[config.mk]
export PLATFORM = sky130hd
export DESIGN_NAME = mem_arbiter
export DESIGN_NICKNAME = d
export VERILOG_FILES = /design/src/rtl/mem_arbiter.sv
export SDC_FILE = /design/constraint.sdc
export NUM_CORES = 1
export LEC_CHECK = 0
export ABC_AREA = 1
export BUFFER_PORTS_ARGS = -buffer_cell sky130_fd_sc_hd__clkbuf_2
export CORE_AREA = 2 2 110 112
export CTS_BUF_LIST = sky130_fd_sc_hd__clkbuf_8
export DETAILED_ROUTE_END_ITERATION = 8
export DIE_AREA = 0 0 112 114
export GPL_TIMING_DRIVEN = 0
export PLACE_DENSITY = 0.49
export SYNTH_ARGS = -nofsm -noshare
export SYNTH_HDL_FRONTEND = slang
export SYNTH_SLANG_ARGS = --single-unit
[constraint.sdc]
create_clock -name clk_i -period 2.2 [get_ports clk_i]
set_input_delay 0.33 -clock clk_i [delete_from_list [all_inputs] [get_ports clk_i]]
set_output_delay 0.33 -clock clk_i [all_outputs]
set_load 0.005 [all_outputs]
[src/rtl/mem_arbiter.sv]
// mem_arbiter: N-channel arbiter in front of one single-port synchronous memory, read data routed back by an ID pipeline.
// Define ARB_ROUND_ROBIN_EN for round-robin arbitration; the default is fixed priority (lowest index wins).
module mem_arbiter #(
    parameter int N_CH    = 2,
    parameter int ADDR_W  = 32,
    parameter int DATA_W  = 32,
    parameter int MEM_LAT = 1
) (
    input  logic                     clk_i,
    input  logic                     rst_i,
    input  logic [N_CH-1:0]          req_i,
    input  logic [N_CH-1:0]          wen_i,
    input  logic [N_CH*DATA_W/8-1:0] stb_i,
    input  logic [N_CH*ADDR_W-1:0]   addr_i,
    input  logic [N_CH*DATA_W-1:0]   wdata_i,
    output logic [N_CH-1:0]          gnt_o,
    output logic [N_CH-1:0]          stall_o,
    output logic [N_CH-1:0]          rvalid_o,
    output logic [DATA_W-1:0]        rdata_o,
    output logic                     mem_en_o,
    output logic                     mem_wen_o,
    output logic [DATA_W/8-1:0]      mem_stb_o,
    output logic [ADDR_W-1:0]        mem_addr_o,
    output logic [DATA_W-1:0]        mem_wdata_o,
    input  logic [DATA_W-1:0]        mem_rdata_i
);
    localparam int STB_W = DATA_W / 8;
    localparam int IDW   = N_CH > 1 ? $clog2(N_CH) : 1;

    logic [IDW-1:0]     win;
    logic               found;
    logic               any;
    int                 idx;
    logic [MEM_LAT-1:0] tag_vld;
    logic [IDW-1:0]     tag_id [MEM_LAT];

`ifdef ARB_ROUND_ROBIN_EN
    logic [IDW-1:0] ptr;

    // Move priority to the channel after the most recent winner
    always_ff @(posedge clk_i or posedge rst_i)
        if (rst_i)
            ptr <= '0;
        else if (any)
            ptr <= (win == IDW'(N_CH - 1)) ? '0 : win + 1'b1;
`endif

    // Pick the first requesting channel in priority order; win stays 0 when nobody asks
    always_comb begin
        win   = '0;
        found = 1'b0;
        idx   = 0;
        for (int i = 0; i < N_CH; i++) begin
`ifdef ARB_ROUND_ROBIN_EN
            idx = (int'(ptr) + i) % N_CH;
`else
            idx = i;
`endif
            if (!found && req_i[idx]) begin
                found = 1'b1;
                win   = IDW'(idx);
            end
        end
    end

    assign any         = found & ~rst_i;
    assign stall_o     = rst_i ? '0 : req_i & ~gnt_o;
    assign mem_en_o    = any;
    assign mem_wen_o   = any & wen_i[win];
    assign mem_stb_o   = any ? stb_i[int'(win)*STB_W +: STB_W] : '0;
    assign mem_addr_o  = addr_i[int'(win)*ADDR_W +: ADDR_W];
    assign mem_wdata_o = wdata_i[int'(win)*DATA_W +: DATA_W];
    assign rdata_o     = mem_rdata_i;

    // Decode winner and returning tag into one-hot grant / read-valid vectors
    always_comb begin
        gnt_o    = '0;
        rvalid_o = '0;
        for (int k = 0; k < N_CH; k++) begin
            gnt_o[k]    = any && (win == IDW'(k));
            rvalid_o[k] = tag_vld[MEM_LAT-1] && !rst_i && (tag_id[MEM_LAT-1] == IDW'(k));
        end
    end

    // Track issued reads through the memory latency; writes enter as bubbles
    always_ff @(posedge clk_i or posedge rst_i)
        if (rst_i) begin
            tag_vld <= '0;
            for (int s = 0; s < MEM_LAT; s++)
                tag_id[s] <= '0;
        end else begin
            tag_vld[0] <= any & ~wen_i[win];
            tag_id[0]  <= win;
            for (int s = 1; s < MEM_LAT; s++) begin
                tag_vld[s] <= tag_vld[s-1];
                tag_id[s]  <= tag_id[s-1];
            end
        end
endmodule

# ---- Word-level counts from Yosys, hierarchy flattened
# Index checks and enable logic that the tools add are counted.
dict set report word_totals {
  output_inout_bits 108
  word_cells 30
  ff_bits 2
}
dict set report op_classes {
  magnitude_cmp 1
  n_mux 7
  shift 3
  n_bitwise 9
  reduce_logical 8
}
# cell n
set op_table {}
lappend op_table {{$shiftx 64x7->32} 2}
lappend op_table {{$shiftx 8x4->4} 1}
lappend op_table {{$logic_and 1x1->1} 6}
lappend op_table {{$mux 1} 5}
lappend op_table {{$mux 4} 1}
lappend op_table {{$not 1->1} 4}
lappend op_table {{$and 1x1->1} 3}
lappend op_table {{$and 2x2->2} 1}
lappend op_table {{$logic_not 1->1} 2}
lappend op_table {{$lt 1x2->1 const B} 1}
lappend op_table {{$mux 2} 1}
lappend op_table {{$not 2->2} 1}

# ---- Logic depth before layout (Yosys ltp)
# Gate-level depths: netlist of the first run.
dict set report depth {
  word_depth 9
  mapped_depth 7
}

# ---- Worst setup path before layout of the first run
# Ideal clock, no wire load.
dict set report synth_path {
  path_type {in2out}
  from {in req_i[0]}
  to {out mem_addr_o[0]}
  cell_stages 6
  slack_ns 0.996
  arrival_time_ns 0.874
  required_ns 1.870
  cell_sequence {inv_2 nand2_2 buf_4 buf_2 nand2_1 nand2_1}
}
dict set report synth_via {
  elab_chain_cells 5
}
# item line
set synth_lines {}
lappend synth_lines {{from (decl)} 11} ;# input logic [N_CH-1:0] req_i,
lappend synth_lines {{$mux 1} 59} ;# if (!found && req_i[idx]) begin
lappend synth_lines {{$logic_not 1->1} 59}
lappend synth_lines {{$logic_and 1x1->1} 59}
lappend synth_lines {{$mux 1} 59}
lappend synth_lines {{$shiftx 64x7->32} 71} ;# assign mem_addr_o = addr_i[int'(win)*ADDR_W +: ADDR_W];
lappend synth_lines {{to (decl)} 23} ;# output logic [ADDR_W-1:0] mem_addr_o,
# No other way between the ends.

# ---- Worst setup path in the final report of the first run
dict set report layout_path {
  from {in rst_i}
  to {out mem_stb_o[3]}
}
dict set report layout_via {
  elab_chain_cells 3
}
# item line
set layout_lines {}
lappend layout_lines {{from (decl)} 10} ;# input logic rst_i,
lappend layout_lines {{$not 1->1} 66} ;# assign any = found & ~rst_i;
lappend layout_lines {{$and 1x1->1} 66}
lappend layout_lines {{$mux 4} 70} ;# assign mem_stb_o = any ? stb_i[int'(win)*STB_W +: STB_W] : '0;
lappend layout_lines {{to (decl)} 22} ;# output logic [DATA_W/8-1:0] mem_stb_o,
# No other way between the ends.

==> impl_metrics.env, run 1 <==
export IMPL_status="complete, no violations"
export IMPL_crit_path_max_fanout=6
export IMPL_grt_pass1_vias=2021
export IMPL_die_area_um2=12800
export IMPL_io_buffers=248
export IMPL_synthTopCellsByCount="nand2_1 (208), buf_4 (39), nor2_1 (14), inv_1 (10), buf_2 (8)"
export IMPL_drt_total_wl_mm=6.95
export IMPL_maxSlewViolCount=0
export IMPL_ys_seq_area_share_pct=3.87
export IMPL_via_per_inst=3.50
export IMPL_cts_tree="done"
export IMPL_synthArstFlopShare_pct=100
export IMPL_internal_power_mw=0.433
export IMPL_cts_setup_buffers=0
export IMPL_drt_iter0_drc=39
export IMPL_synth_top_area_share_pct=60.4
export IMPL_hp_class="input port to flop"
export IMPL_globalplace_congestion=0.763
export IMPL_finalPower_mw=0.689
export IMPL_grt_total_usage_pct=9.49
export IMPL_maxCapViolations=0
export IMPL_hold_slack_ns=0.383
export IMPL_postSynthCellCount=288
export IMPL_crit_chain="dlygate4sd3_1, clkbuf_2, inv_1, nand2_1, nand2_2, nand2_1, nor2_1, clkbuf_2"
export IMPL_finish_utilization_pct=23.7
export IMPL_fin_tns_setup_ns=0
export IMPL_syn_area_per_cell_um2=4.49
export IMPL_drc=0
export IMPL_cp_end_kind="primary output"
export IMPL_synth_main_ff_cell="dfrtp_1"
export IMPL_cts_sinks=2
export IMPL_clkPwrFrac_pct=20.8
export IMPL_drive_gt1_share_pct=56.1
export IMPL_post_drt_wl_per_cell_um=10.1
export IMPL_grt_max_degree=11
export IMPL_rows=40
export IMPL_vias=2406
export IMPL_ys_ff_latch=2
export IMPL_grt_pass1_wl_mm=9.89
export IMPL_path_clk_slew_ns=0.03
export IMPL_root_buffer="clkbuf_8"
export IMPL_htreeDepth=1
export IMPL_cp_num_cells=8
export IMPL_initial_core_util_pct=11.0
export IMPL_antennaDiodeCount=0
export IMPL_p_seq_share_pct=5.8
export IMPL_critPathKind="input port to primary output"
export IMPL_cpLargestDelayFamily="buffers and inverters"
export IMPL_min_period_ns=2.00
export IMPL_synthToLayoutAreaGrowth_pct=114
export IMPL_hold_viol_final=0
export IMPL_finalCritPeriodShare_pct=90.7
export IMPL_syn_area_um2=1290
export IMPL_min_from="wen_i[0]"
export IMPL_worst_path_buf_inv=4
export IMPL_power_switching_mw=0.256
export IMPL_synth_most_common_cell="nand2_1"
export IMPL_ir_drop_v=0.000150
export IMPL_crit_path_max_incr_delay_ns=0.53
export IMPL_grt_setup_unrepaired="false"
export IMPL_grt_ovfl_total=0
export IMPL_synth_nets=462
export IMPL_antenna_found_initial=0
export IMPL_synth_area_leaders="nand2_1 (60%), buf_4 (23%), nor2_1 (4.1%)"
export IMPL_setup_viol=0
export IMPL_fp_dieW_um=112
export IMPL_critPathSlowestCell="dlygate4sd3_1"
export IMPL_comb_power_share_pct=73.4
export IMPL_crit_end="mem_stb_o[3]"
export IMPL_clock_fmax_mhz=501
export IMPL_synth_distinct_cells=11
export IMPL_synth_top_cell_by_area="nand2_1"
export IMPL_fin_nets=716
export IMPL_p_sw_share_pct=37.2
export IMPL_ys_warn_count=0
export IMPL_dp_hpwl_mm=6.02
export IMPL_die_y_um=114
export IMPL_worstSetupStartpoint="rst_i"
export IMPL_cts_buffer_depth=2
export IMPL_ant_nets=0
export IMPL_power_density_nw_per_um2=249
export IMPL_start_kind="input port"
export IMPL_required_ns=1.87
export IMPL_io_pins=282
export IMPL_core_um2=11700
export IMPL_leakagePower_nw=2.02
export IMPL_cp_arrival_ns=1.67
export IMPL_synth_edf_count=0
export IMPL_cts_buffers=3
export IMPL_drt_pass1_iter_count=4
power by group through the flow:
stage | combinational [mW] | sequential (mW) | clock [mW]
5_1_grt | 0.570 | 0.0407 | 0.154
6_report | 0.506 | 0.0402 | 0.143
3_5_place_dp | 0.512 | 0.0407 | 0
2_1_floorplan | 0.218 | 0.0404 | 0
4_1_cts | 0.516 | 0.0403 | 0.148
3_3_place_gp | 0.514 | 0.0406 | 0
worst min-delay path, delay by kind of cell:
family / cells / cell delay (ns)
and+or+nand+nor: 3 / 0.14
buffers and inverters: 1 / 0.09
worst min-delay path by stage:
stage          cells after the start                end  slack (ns)
2_1_floorplan                      1   tag_id$_DFF_PP0_         0.1
3_3_place_gp                       2   tag_id$_DFF_PP0_        0.21
3_5_place_dp                       2   tag_id$_DFF_PP0_        0.21
4_1_cts                            4  tag_vld$_DFF_PP0_        0.38
5_1_grt                            4  tag_vld$_DFF_PP0_        0.41
6_report                           4  tag_vld$_DFF_PP0_        0.38
area by class of cell:
class | count | area (µm²)
Multi-Input combinational cell | 226 | 856
Inverter | 12 | 45.0
Sequential cell | 2 | 50.0
Fill cell | 1419 | 8940
Clock buffer | 3 | 41.3
Buffer | 48 | 344
Timing Repair Buffer | 249 | 1250
Tap cell | 147 | 184
registers in the layout, summed over array words and instances, names as in the netlist:
signal,cells
tag_vld,1
tag_id,1
through the flow:
stage	setup slack, ns	instances	instance area [µm²]
after global routing	0.0516	687	2770
after CTS	0.115	687	2770
after floorplan	0.996	288	1290
after global placement	0.507	683	2720
final	0.204	687	2770
after detailed placement	0.512	683	2720
per-layer routing:
metal,GRT usage [%],share of wire (%),up-vias
li1,-,-,1310
met1,12.9,42,975
met2,16.3,50,119
met3,1.22,7.6,2
met4,1.71,0.33,0
met5,0,0,-
what timing repair did:
item | in CTS | in global routing
hold buffers | 1 | 0
endpoints found under the setup margin | 0 | 1
endpoints found under the hold margin | 2 | 0
gates resized for setup | 0 | 1
layout by cell type, fill, tap and decap left out:
master           n
buf_6            1
dfrtp_1          2
buf_2            8
dlygate4sd3_1    1
buf_4           39
inv_1           10
clkbuf_2       248
nand2_1        207
conb_1           1
nor2_1          14
inv_2            2
clkbuf_8         3
nand3_1          2
nand2_2          2
cells by family after synthesis:
group	after synthesis	share of synthesized area, %
AND/OR/NAND/NOR	225	65.7
buffers and inverters	60	30.1
flip-flops	2	3.87
other	1	0.290
Note: power is estimated with default switching activity, not from simulation.
==> inputs of run 2 (changes only) <==
==> config.mk (replaced) <==
export PLATFORM = sky130hd
export DESIGN_NAME = mem_arbiter
export DESIGN_NICKNAME = d
export VERILOG_FILES = /design/src/rtl/mem_arbiter.sv
export SDC_FILE = /design/constraint.sdc
export NUM_CORES = 1
export LEC_CHECK = 0
export BUFFER_PORTS_ARGS = -buffer_cell sky130_fd_sc_hd__clkbuf_2
export CORE_AREA = 2 2 109 111
export CTS_BUF_LIST = sky130_fd_sc_hd__clkbuf_8
export DETAILED_ROUTE_END_ITERATION = 8
export DIE_AREA = 0 0 111 113
export GPL_TIMING_DRIVEN = 0
export PLACE_DENSITY = 0.5
export SYNTH_ARGS = -nofsm -noshare
export SYNTH_HDL_FRONTEND = slang
export SYNTH_SLANG_ARGS = --single-unit
==> run 2 against run 1 <==
  * Non-clock buffer count decreased by 9
  * Via count fell by 23%
  * Die area fell by 1.8%
  * Synthesized area rose by 1.3%
  * Design area about the same
  * Power about the same
  * Critical path depth fell by 2
  * First-iteration DRC count down 7.7%
  * Utilization grew 0.91 points
  * Synthesized cell count down 57%
  * Critical path type unchanged
  * Largest cell class unchanged
  * Highest routed layer is now met3
==> impl_metrics.env, run 2 <==
export IMPL_path_clk_slew_ns=0.03
export IMPL_synth_top_area_share_pct=32.1
export IMPL_grt_max_degree=11
export IMPL_synth_area_leaders="mux2_4 (32%), mux2_2 (31%), buf_4 (19%)"
export IMPL_synth_nets=298
export IMPL_drt_pass1_iter_count=4
export IMPL_antenna_found_initial=0
export IMPL_rows=39
export IMPL_required_ns=1.87
export IMPL_grt_pass1_wl_mm=8.14
export IMPL_largest_registers="tag_id x1, tag_vld x1"
export IMPL_grt_pass1_vias=1733
export IMPL_synth_most_common_cell="mux2_2"
export IMPL_antennaDiodeCount=0
export IMPL_internal_power_mw=0.485
export IMPL_synth_distinct_cells=16
export IMPL_vias=1853
export IMPL_finish_utilization_pct=24.6
export IMPL_core_um2=11300
export IMPL_ys_seq_area_share_pct=3.82
export IMPL_fin_ws_ns=0.486
export IMPL_initial_core_util_pct=11.6
export IMPL_syn_area_um2=1310
export IMPL_ctsResizeCount=0
export IMPL_postSynthCellCount=124
export IMPL_grt_ovfl_total=0
export IMPL_ys_warn_count=0
export IMPL_synth_edf_count=0
export IMPL_finalNonFillerCells=518
export IMPL_hp_class="input port to async pin"
export IMPL_post_drt_wl_per_cell_um=11.2
export IMPL_globalplace_congestion=0.764
export IMPL_cts_sinks=2
export IMPL_maxSlewViolCount=0
export IMPL_io_buffers=248
export IMPL_synth_top_cell_by_area="mux2_4"
export IMPL_grt_total_usage_pct=7.88
export IMPL_fin_tns_setup_ns=0
export IMPL_htreeDepth=1
export IMPL_synthToLayoutAreaGrowth_pct=112
export IMPL_cp_arrival_ns=1.38
export IMPL_maxCapViolations=0
export IMPL_drive_gt1_share_pct=94.9
export IMPL_drc=0
export IMPL_grt_setup_unrepaired="false"
export IMPL_ir_drop_v=0.000132
export IMPL_die_y_um=113
export IMPL_via_per_inst=3.58
export IMPL_cp_end_kind="primary output"
export IMPL_final_common_cell="clkbuf_2"
export IMPL_postCtsHoldBufs=0
export IMPL_cts_buffer_depth=2
export IMPL_ant_nets=0
export IMPL_clock_fmax_mhz=583
export IMPL_place_worst_setup_slack_ns=0.464
export IMPL_synthArstFlopShare_pct=100
export IMPL_multi_input_area_um2=940
export IMPL_drt_iter0_drc=36
export IMPL_syn_area_per_cell_um2=10.6
export IMPL_cts_tree="done"
export IMPL_synth_main_ff_cell="dfrtp_1"
export IMPL_ff_latch_area_um2=50.0
export IMPL_place_inst=515
export IMPL_finalCritPeriodShare_pct=77.9
export IMPL_crit_path_max_fanout=10
export IMPL_cts_setup_buffers=0
export IMPL_ys_ff_latch=2
export IMPL_leakagePower_nw=1.73
export IMPL_power_density_nw_per_um2=249
export IMPL_drt_total_wl_mm=5.78
export IMPL_critPathKind="input port to primary output"
export IMPL_min_period_ns=1.71
export IMPL_p_sw_share_pct=29.5
export IMPL_setup_viol=0
export IMPL_comb_power_share_pct=73.3
export IMPL_fp_dieW_um=111
export IMPL_dp_hpwl_mm=5.41
export IMPL_clkPwrFrac_pct=21.0
export IMPL_die_area_um2=12500
export IMPL_final_cell_mix="clkbuf_2 (248), mux2_2 (36), buf_4 (33)"
export IMPL_p_seq_share_pct=5.8
export IMPL_power_switching_mw=0.203
export IMPL_synthTopCellsByCount="mux2_2 (36), buf_4 (33), mux2_4 (28), a32o_1 (5), buf_6 (4)"
export IMPL_start_kind="input port"
export IMPL_fillCellCount=1222
export IMPL_root_buffer="clkbuf_8"
export IMPL_io_pins=282
export IMPL_hold_viol_final=0
export IMPL_status="complete, no violations"
export IMPL_fin_nets=551
export IMPL_cts_buffers=3
[run 2: power groups by stage]
stage	logic, mW	clock network [mW]	registers, mW
2_1_floorplan	0.240	0	0.0400
3_3_place_gp	0.508	0	0.0402
3_5_place_dp	0.511	0	0.0402
4_1_cts	0.514	0.148	0.0398
5_1_grt	0.548	0.156	0.0403
6_report	0.505	0.144	0.0399
[run 2: per-layer routing]
layer	share of wire, %	wire length, µm	global-route usage [%]	vias to the layer above
met5	0	0	0	-
met1	34	1960	8.10	772
met3	12	680	1.39	0
li1	-	-	-	914
met2	54	3130	16.6	167
met4	0	0	1.25	0
[run 2: stage by stage]
step           total power, mW  cell area, µm²  hold slack, ns
5_1_grt                  0.744            2770           0.103
3_5_place_dp             0.551            2730           0.308
4_1_cts                  0.701            2770          0.0842
3_3_place_gp             0.548            2730           0.292
6_report                 0.689            2770          0.0888
2_1_floorplan            0.280            1310           0.118
[run 2: cells by family after synthesis]
logic type | after synthesis | synth area share, %
muxes | 64 | 63.1
buffers and inverters | 43 | 24.4
and+or+nand+nor | 8 | 3.92
AOI/OAI and AO/OA | 6 | 4.49
DFF | 2 | 3.82
other | 1 | 0.287
[run 2: worst max-delay path by stage]
stage,from,to
6_report,req_i[0],mem_wdata_o[4]
5_1_grt,req_i[0],mem_addr_o[24]
4_1_cts,req_i[0],mem_addr_o[21]
3_5_place_dp,req_i[0],mem_addr_o[28]
3_3_place_gp,req_i[0],mem_addr_o[28]
2_1_floorplan,req_i[0],mem_addr_o[21]
[run 2: layout make-up]
class	count	area share, %
inverter	3	0.407
clock buffer	3	1.49
multi-input combinational	79	33.9
timing repair buffer	248	44.8
buffer	40	11.1
tap	143	6.46
sequential	2	1.81
[run 2: worst max-delay path, stage by stage]
cell      delay, ns
clkbuf_2       0.10
nand2b_4       0.15
buf_6          0.17
buf_6          0.19
mux2_4         0.31
clkbuf_2       0.13
==> inputs of run 3 (changes only) <==
--- a/config.mk
+++ b/config.mk
@@ -6,10 +6,10 @@
 export NUM_CORES = 1
 export LEC_CHECK = 0
 export BUFFER_PORTS_ARGS = -buffer_cell sky130_fd_sc_hd__clkbuf_2
-export CORE_AREA = 2 2 109 111
+export CORE_AREA = 2 2 110 112
 export CTS_BUF_LIST = sky130_fd_sc_hd__clkbuf_8
 export DETAILED_ROUTE_END_ITERATION = 8
-export DIE_AREA = 0 0 111 113
+export DIE_AREA = 0 0 112 114
 export GPL_TIMING_DRIVEN = 0
 export PLACE_DENSITY = 0.5
 export SYNTH_ARGS = -nofsm -noshare
==> constraint.sdc (replaced) <==
create_clock -name clk_i -period 1.78 [get_ports clk_i]
set_input_delay 0.267 -clock clk_i [delete_from_list [all_inputs] [get_ports clk_i]]
set_output_delay 0.267 -clock clk_i [all_outputs]
set_load 0.005 [all_outputs]
==> run 3 against run 2 <==
  * Clock power rose by 24%
  * Clock-buffer cell count unchanged
  * Setup slack lost 0.31 ns
  * Power rose by 23%
  * Via count grew 0.97%
  * Combinational power is 22% higher
  * Die area is 1.8% higher
  * Routed wire length decreased by 7.4%
  * Global-route usage fell by 0.94 points
  * Sequential power increased by 24%
  * Critical path type unchanged
  * Critical endpoint is now mem_addr_o[31]
==> impl_metrics.env, run 3 (synthesized netlist as in run 2, its figures left out) <==
export IMPL_postCtsHoldBufs=0
export IMPL_dp_hpwl_mm=4.93
export IMPL_cts_tree="done"
export IMPL_hold_slack_ns=0.0303
export IMPL_place_inst=519
export IMPL_antenna_found_initial=0
export IMPL_clock_fmax_mhz=621
export IMPL_ir_drop_v=0.0000843
export IMPL_grt_total_usage_pct=6.94
export IMPL_hold_viol_final=0
export IMPL_status="complete, no violations"
export IMPL_cts_sinks=2
export IMPL_synthToLayoutAreaGrowth_pct=112
export IMPL_maxCapViolations=0
export IMPL_antennaDiodeCount=0
export IMPL_globalplace_congestion=0.702
export IMPL_largest_registers="tag_id x1, tag_vld x1"
export IMPL_cp_arrival_ns=1.34
export IMPL_fp_dieW_um=112
export IMPL_drc=0
export IMPL_io_buffers=248
export IMPL_grt_pass1_wl_mm=7.33
export IMPL_crit_path_max_fanout=10
export IMPL_grt_ovfl_total=0
export IMPL_finalNonFillerCells=522
export IMPL_initial_core_util_pct=11.2
export IMPL_core_um2=11700
export IMPL_ant_nets=0
export IMPL_hp_class="input port to async pin"
export IMPL_cts_setup_buffers=0
export IMPL_start_kind="input port"
export IMPL_root_buffer="clkbuf_8"
export IMPL_drive_gt1_share_pct=94.9
export IMPL_power_density_nw_per_um2=305
export IMPL_htreeDepth=1
export IMPL_final_common_cell="clkbuf_2"
export IMPL_crit_end="mem_addr_o[31]"
export IMPL_maxSlewViolCount=0
export IMPL_die_area_um2=12800
export IMPL_cts_buffer_depth=2
export IMPL_rows=40
export IMPL_worstSetupStartpoint="req_i[0]"
export IMPL_cts_buffers=3
export IMPL_io_pins=282
export IMPL_drt_total_wl_mm=5.35
export IMPL_via_per_inst=3.58
export IMPL_leakagePower_nw=1.73
export IMPL_drt_iter0_drc=37
export IMPL_post_drt_wl_per_cell_um=10.3
export IMPL_fin_tns_setup_ns=0
export IMPL_final_cell_mix="clkbuf_2 (248), mux2_2 (36), buf_4 (33)"
export IMPL_grt_pass1_vias=1667
export IMPL_vias=1871
export IMPL_finalCritPeriodShare_pct=90.4
export IMPL_setup_viol=0
export IMPL_ctsResizeCount=0
export IMPL_drt_pass1_iter_count=5
export IMPL_critPathKind="input port to primary output"
export IMPL_grt_max_degree=11
export IMPL_cp_end_kind="primary output"
export IMPL_grt_setup_unrepaired="false"
export IMPL_path_clk_slew_ns=0.03
export IMPL_min_period_ns=1.61
export IMPL_die_y_um=114
export IMPL_required_ns=1.51
export IMPL_fin_nets=551
==> run 3: worst min path at each step <==
stage          startpoint                end  slack (ns)  cells after the start
5_1_grt             rst_i  tag_vld$_DFF_PP0_        0.07                      2
2_1_floorplan       rst_i   tag_id$_DFF_PP0_        0.05                      1
4_1_cts             rst_i  tag_vld$_DFF_PP0_        0.03                      2
6_report            rst_i  tag_vld$_DFF_PP0_        0.03                      2
3_3_place_gp        rst_i   tag_id$_DFF_PP0_        0.24                      2
3_5_place_dp        rst_i   tag_id$_DFF_PP0_        0.25                      2
==> run 3: layer usage <==
layer	GRT usage (%)	up-vias	part of all wire, %
met5	0	-	0
met4	1.46	0	0
li1	-	915	-
met3	1.01	0	12
met1	6.71	802	31
met2	15.2	154	57
==> run 3: report_power, final <==
| part | internal [mW] | switching [mW] |
|---|---|---|
| combinational | 0.408 | 0.209 |
| sequential | 0.0483 | 0.000932 |
| clock | 0.143 | 0.0360 |
==> run 3: worst max-delay path: stages <==
cell and delay [ns]:
clkbuf_2 0.11, nand2b_4 0.15, buf_6 0.17, buf_6 0.20, mux2_4 0.32, clkbuf_2 0.12
==> run 3: final cells by class <==
type / count / area, µm²
multi-input cells: 79 / 940
inverters: 3 / 11.3
repair buffers: 248 / 1240
clock buffers: 3 / 41.3
flip-flops and latches: 2 / 50.0
well taps: 147 / 184
fillers: 1282 / 8940
plain buffers: 40 / 308
==> run 3: stage by stage <==
stage          utilization [%]  area (µm²)  total power, mW  setup WS [ns]
2_1_floorplan                -        1310            0.346          0.530
3_3_place_gp              23.3        2730            0.671          0.146
3_5_place_dp              23.3        2730            0.676          0.128
4_1_cts                   23.7        2780            0.859          0.129
5_1_grt                   23.7        2780            0.908         0.0927
6_report                  23.7        2780            0.845          0.171
